## src/rtl/fir_tap_scheduler.sv

```systemverilog
// Sequencer for an FIR MAC datapath: clears the data RAM, stores each sample, issues one tap product per cycle, returns y.
// Define FIR_SCHED_SAT_EN to saturate y_data from a signed accumulator; otherwise y_data is the truncated accumulator.
//
// state   | meaning
// --------+-----------------------------------------------------------
// IDLE    | waiting for ap_start; len latched on start
// INIT    | zero the data RAM, one word per cycle
// WAIT_X  | x_ready high; handshake writes sample and clears the MAC
// MAC     | NUM_TAPS issue cycles of tap/data RAM reads
// DRAIN   | last accumulate of the final product
// OUT     | y_valid held until y_ready
// DONE    | one-cycle ap_done pulse
module fir_tap_scheduler #(
  parameter int NUM_TAPS = 11,
  parameter int DATA_W   = 32,
  parameter int ACC_W    = 68,
  parameter int ADDR_W   = 4
) (
  input  logic              CLK,
  input  logic              Reset,
  input  logic              ap_start,
  input  logic [31:0]       len,
  output logic              busy,
  output logic              ap_done,
  input  logic              x_valid,
  output logic              x_ready,
  input  logic [DATA_W-1:0] x_data,
  output logic              y_valid,
  input  logic              y_ready,
  output logic [DATA_W-1:0] y_data,
  output logic [ADDR_W-1:0] tap_addr,
  input  logic [DATA_W-1:0] tap_rdata,
  output logic              dat_we,
  output logic [ADDR_W-1:0] dat_addr,
  output logic [DATA_W-1:0] dat_wdata,
  input  logic [DATA_W-1:0] dat_rdata,
  output logic              mac_clr,
  output logic              mac_en,
  output logic [DATA_W-1:0] mac_x,
  output logic [DATA_W-1:0] mac_tap,
  input  logic [ACC_W-1:0]  mac_acc
);

  typedef enum logic [2:0] {
    S_IDLE, S_INIT, S_WAIT_X, S_MAC, S_DRAIN, S_OUT, S_DONE
  } state_t;

  localparam logic [ADDR_W-1:0] LAST  = ADDR_W'(NUM_TAPS - 1);
  localparam logic [ADDR_W-1:0] A_ONE = ADDR_W'(1);

  state_t            state_q, state_d;
  logic [ADDR_W-1:0] ptr_q, ptr_d;
  logic [ADDR_W-1:0] cnt_q, cnt_d;
  logic [ADDR_W-1:0] rd_q, rd_d;
  logic [31:0]       len_q, len_d;
  logic [31:0]       count_q, count_d;
  logic [DATA_W-1:0] y_res;

  always_ff @(posedge CLK or posedge Reset) begin
    if (Reset) begin
      state_q <= S_IDLE;
      ptr_q   <= '0;
      cnt_q   <= '0;
      rd_q    <= '0;
      len_q   <= '0;
      count_q <= '0;
    end else begin
      state_q <= state_d;
      ptr_q   <= ptr_d;
      cnt_q   <= cnt_d;
      rd_q    <= rd_d;
      len_q   <= len_d;
      count_q <= count_d;
    end
  end

  // Accumulator to output word; only consumed in OUT.
  always_comb begin
`ifdef FIR_SCHED_SAT_EN
    if ((&mac_acc[ACC_W-1:DATA_W-1]) || (~|mac_acc[ACC_W-1:DATA_W-1]))
      y_res = mac_acc[DATA_W-1:0];
    else if (mac_acc[ACC_W-1])
      y_res = {1'b1, {(DATA_W-1){1'b0}}};
    else
      y_res = {1'b0, {(DATA_W-1){1'b1}}};
`else
    y_res = mac_acc[DATA_W-1:0];
`endif
  end

`ifndef FIR_SCHED_SAT_EN
  logic unused_acc_hi;
  assign unused_acc_hi = ^mac_acc[ACC_W-1:DATA_W];
`endif

  always_comb begin
    state_d   = state_q;
    ptr_d     = ptr_q;
    cnt_d     = cnt_q;
    rd_d      = rd_q;
    len_d     = len_q;
    count_d   = count_q;
    busy      = (state_q != S_IDLE);
    ap_done   = 1'b0;
    x_ready   = 1'b0;
    y_valid   = 1'b0;
    y_data    = '0;
    tap_addr  = '0;
    dat_we    = 1'b0;
    dat_addr  = '0;
    dat_wdata = '0;
    mac_clr   = 1'b0;
    mac_en    = 1'b0;

    case (state_q)
      S_IDLE: begin
        if (ap_start) begin
          len_d   = len;
          ptr_d   = '0;
          count_d = '0;
          cnt_d   = LAST;
          state_d = S_INIT;
        end
      end
      S_INIT: begin
        dat_we   = 1'b1;
        dat_addr = LAST - cnt_q;
        if (cnt_q == '0)
          state_d = (len_q == 32'd0) ? S_DONE : S_WAIT_X;
        else
          cnt_d = cnt_q - A_ONE;
      end
      S_WAIT_X: begin
        x_ready = 1'b1;
        if (x_valid) begin
          dat_we    = 1'b1;
          dat_addr  = ptr_q;
          dat_wdata = x_data;
          mac_clr   = 1'b1;
          cnt_d     = LAST;
          rd_d      = ptr_q;
          state_d   = S_MAC;
        end
      end
      S_MAC: begin
        // Read data lands one cycle after issue, so the first issue cycle has no accumulate.
        tap_addr = LAST - cnt_q;
        dat_addr = rd_q;
        mac_en   = (cnt_q != LAST);
        rd_d     = (rd_q == '0) ? LAST : rd_q - A_ONE;
        if (cnt_q == '0)
          state_d = S_DRAIN;
        else
          cnt_d = cnt_q - A_ONE;
      end
      S_DRAIN: begin
        mac_en  = 1'b1;
        state_d = S_OUT;
      end
      S_OUT: begin
        y_valid = 1'b1;
        y_data  = y_res;
        if (y_ready) begin
          ptr_d   = (ptr_q == LAST) ? '0 : ptr_q + A_ONE;
          count_d = count_q + 32'd1;
          state_d = ((count_q + 32'd1) == len_q) ? S_DONE : S_WAIT_X;
        end
      end
      S_DONE: begin
        ap_done = 1'b1;
        state_d = S_IDLE;
      end
      default: state_d = S_IDLE;
    endcase

    mac_x   = mac_en ? dat_rdata : '0;
    mac_tap = mac_en ? tap_rdata : '0;
  end

endmodule

```

## config.mk

```make
export PLATFORM = sky130hd
export DESIGN_NAME = fir_tap_scheduler
export DESIGN_NICKNAME = d
export VERILOG_FILES = /design/src/rtl/fir_tap_scheduler.sv
export SDC_FILE = /design/constraint.sdc
export NUM_CORES = 1
export LEC_CHECK = 0
export CORE_AREA = 3 3 134 136
export CTS_CLUSTER_DIAMETER = 50
export DETAILED_ROUTE_END_ITERATION = 12
export DIE_AREA = 0 0 137 139
export GPL_TIMING_DRIVEN = 1
export PLACE_DENSITY = 0.75
export SYNTH_ARGS = -nofsm -noshare
export SYNTH_HDL_FRONTEND = slang
export SYNTH_SLANG_ARGS = --single-unit
```

## constraint.sdc

```tcl
create_clock -name CLK -period 9.15 [get_ports CLK]
set_input_delay 1.83 -clock CLK [delete_from_list [all_inputs] [get_ports CLK]]
set_output_delay 1.83 -clock CLK [all_outputs]
set_load 0.02 [all_outputs]
```

==> results.cfg <==
[grt]
antenna_found_initial = 2
grt_pass1_vias = 6235
grt.total_usage_pct = 25.85
grt_pass1_wl_um = 37850
grt_overflow_total = 0
grt_max_degree = 80

[detailed_routing]
drtPass1Iterations = 6
drtIter0Drc = 405
dr_total_vias = 6840
vias_per_cell = 5.315
route.antenna.remaining_nets = 0
wirelength_um = 25660
wl_per_cell_um = 19.94
route.detailed.drc = 0

[synthesis]
syn-cell-area_um2 = 5907
synth_top_area_share_pct = 33.47
synthAdderAreaFrac_pct = 1.695
synth_seq_area_share_pct = 33.47
synth_compound_area_share_pct = 14.98
synth.area.mux_share_pct = 0.3389
syn_avg_cell_area_um2 = 7.534
synth_area_leaders = dfrtp_1 (33%), nand2_1 (9.8%), nor2b_1 (7.2%)
ys_ff_latch = 79
syn_inst = 784
async_reset_ff_share_pct = 100.0
yosysUniqueCellTypes = 54
synth_xor_area_share_pct = 6.376
yosysTopAreaCell = dfrtp_1
synth_top_family_by_area = simple AND/OR/NAND/NOR gates
yosys_most_used_dff = dfrtp_1
yosys.area_share.simple_pct = 38.21
synthesis.nets = 993
synth_enable_flop_cells = 0
yosysWarnings = 0

[critical_path]
crit_chain = clkdlybuf4s50_1 -> nand2_1 -> inv_1 -> nand2_1 -> o21ai_0 -> clkdlybuf4s50_1
cp_slowest_cell = clkdlybuf4s50_1
critPathCaptureType = output port
path_buf_inv = 3
critPathRequiredTime_ns = 7.32
cp.arrival_ns = 4.34
start_kind = primary input
r2r_slack_ns = 5.35
cpPeakStageDelay_ns = 1.07
crit_fanout = 35
critPathKind = in2out
worst_path_dominant_cell_family = buffers and inverters

[die]
start_util_pct = 34.63
io_pins = 344
dieArea_um2 = 19040
die_y_um = 139
die_x_um = 137
rows = 48
core_area_um2 = 17060

[run]
maxCapViolations = 0

[cts]
cts_sinks = 79
clk_latency_ns = 0.34
cts_tree = yes
cts_setup_buffers = 0
cts_resized = 0
cts.path.max_buffers = 2
clk_pin_slew_ns = 0.07
htree_levels = 3
cts.root.buffer_cell = clkbuf_16
ctsHoldBuffers = 0
numCtsBuffers = 9

[sta]
max_freq_mhz = 162.2
max_slew_margin_pct = 29.52
setup_viol_count_final = 0
fin_hold_ws_ns = 0.5205
maxSlewViolCount = 0
final.min_clock_period_ns = 6.166
fin_worst_skew_ns = 0.01019
grt_setup_unrepaired = no
period_share_pct = 67.39
finalHoldViolCount = 0
tns_ns = 0
worst_pin_slew_ns = 1.057

[final_layout]
drive_above_1_share_pct = 3.016
multi_input_comb_area_um2 = 3651
seqCellArea_um2 = 1977
finish.net_count = 1265
area_growth_pct = 60.43
fillers = 1623

[worst_hold_path]
hold_path_class = reg2reg

[run_status]
outcome = finished, final reports clean

[place]
place.gp.congestion = 0.8735
io_buffer_count = 307
dpl.hpwl_um = 20340

[pwr]
vdd_drop_max_mv = 0.1539
leakage_nw = 3.911
power_density_nw_per_um2 = 254.6
power_mw = 2.413
[state kept, by name, indices dropped and copies added, names as in the netlist]
register / count
ptr_q: 4
count_q: 32
len_q: 32
state_q: 3
rd_q: 4
cnt_q: 4
[final timing paths]
path	from	depth (start not counted)	end
hold / removal	ptr_q[3]	1	ptr_q[3]
max in group asynchronous	Reset	3	count_q[17]
hold reg to reg	ptr_q[3]	1	ptr_q[3]
min in group asynchronous	Reset	3	len_q[7]
setup reg to reg	count_q[0]	9	state_q[2]
setup / recovery	x_valid	6	dat_addr[0]
[power breakdown]
| part | switching, mW | leakage (nW) | internal, mW |
|---|---|---|---|
| Combinational | 0.770 | 2.70 | 0.625 |
| Sequential | 0.145 | 1.03 | 0.446 |
| Clock | 0.145 | 0.176 | 0.281 |
[through the flow]
step	instance area (µm²)	instances	utilization (%)	setup WS, ns
floorplan	5907	784	-	4.854
global placement	9117	1270	53.46	3.057
detailed placement	9117	1270	53.46	3.016
CTS	9474	1286	55.55	2.996
global route	9477	1287	55.56	2.753
finish	9477	1287	55.56	2.984
[cells in the final DEF (no fill, tap or decap), drive strengths merged, types with 3 or more instances in the layout]
master         synthesis  routed
inv                   20      20
clkdlybuf4s50          0     307
nor2                  45      45
nand4                 14      14
and4                   4       4
xnor2                 35      35
nand3                 16      16
nor3                  17      17
and3                  43      43
nand2                154     154
or3                    6       6
o41ai                  4       4
or4                    3       3
dfrtp                 79      79
o21ai                 57      57
nor2b                 68      68
bufinv                 0       3
a211oi                 4       4
and2                  38      38
a21oi                 23      23
nand3b                 4       4
a31oi                  7       7
clkbuf                45      11
nor4                  15      15
ha                     8       8
a22oi                  4       4
o31ai                 16      16
nand2b                 6       6
buf                    9       8
o221ai                 3       3
xor2                   8       8
[cell families after synthesis]
family,count (synthesis)
AOI/OAI and AO/OA,141
xor gates and xnor gates,43
adders and majority gates,8
buffers and inverters,74
DFF,79
muxes,2
and+or+nand+nor,437
[final cells by class]
type	count	share of cell area, %
clock inverter	5	1.096
inverter	20	0.7922
clock buffer	11	2.667
tap	225	2.971
antenna	1	0.02641
sequential	79	20.86
multi-input combinational	631	38.53
timing repair buffer	315	33.06
[cell usage after synthesis (all sizes together) (4+ instances only)]
| cell | n |
|---|---|
| nand2 | 154 |
| dfrtp | 79 |
| nor2b | 68 |
| o21ai | 57 |
| clkbuf | 45 |
| nor2 | 45 |
| and3 | 43 |
| and2 | 38 |
| xnor2 | 35 |
| a21oi | 23 |
| inv | 20 |
| nor3 | 17 |
| nand3 | 16 |
| o31ai | 16 |
| nor4 | 15 |
| nand4 | 14 |
| buf | 9 |
| ha | 8 |
| xor2 | 8 |
| a31oi | 7 |
| nand2b | 6 |
| or3 | 6 |
| a211oi | 4 |
| a22oi | 4 |
| and4 | 4 |
| nand3b | 4 |
| o41ai | 4 |
[layer usage]
metal  share of wire [%]  routed length [µm]  global-route usage, %  vias up
li1                    -                   -                      -     3232
met1                  41               10620                  33.99     3293
met2                  48               12410                  43.53      293
met3                 8.7                2239                  5.806       22
met4                 1.5                 390                  5.200        0
met5                   0                   0                      0        -
[worst reg2reg max path, delay by kind of cell, from the launching register on]
kind                       cells  cell delay [ns]
AOI/OAI and AO/OA              1             0.26
DFF                            1             0.46
and+or+nand+nor                6             2.49
adders and majority gates      1             0.32
xor gates and xnor gates       1             0.17
No activity file was read; power rests on OpenSTA's default activity.
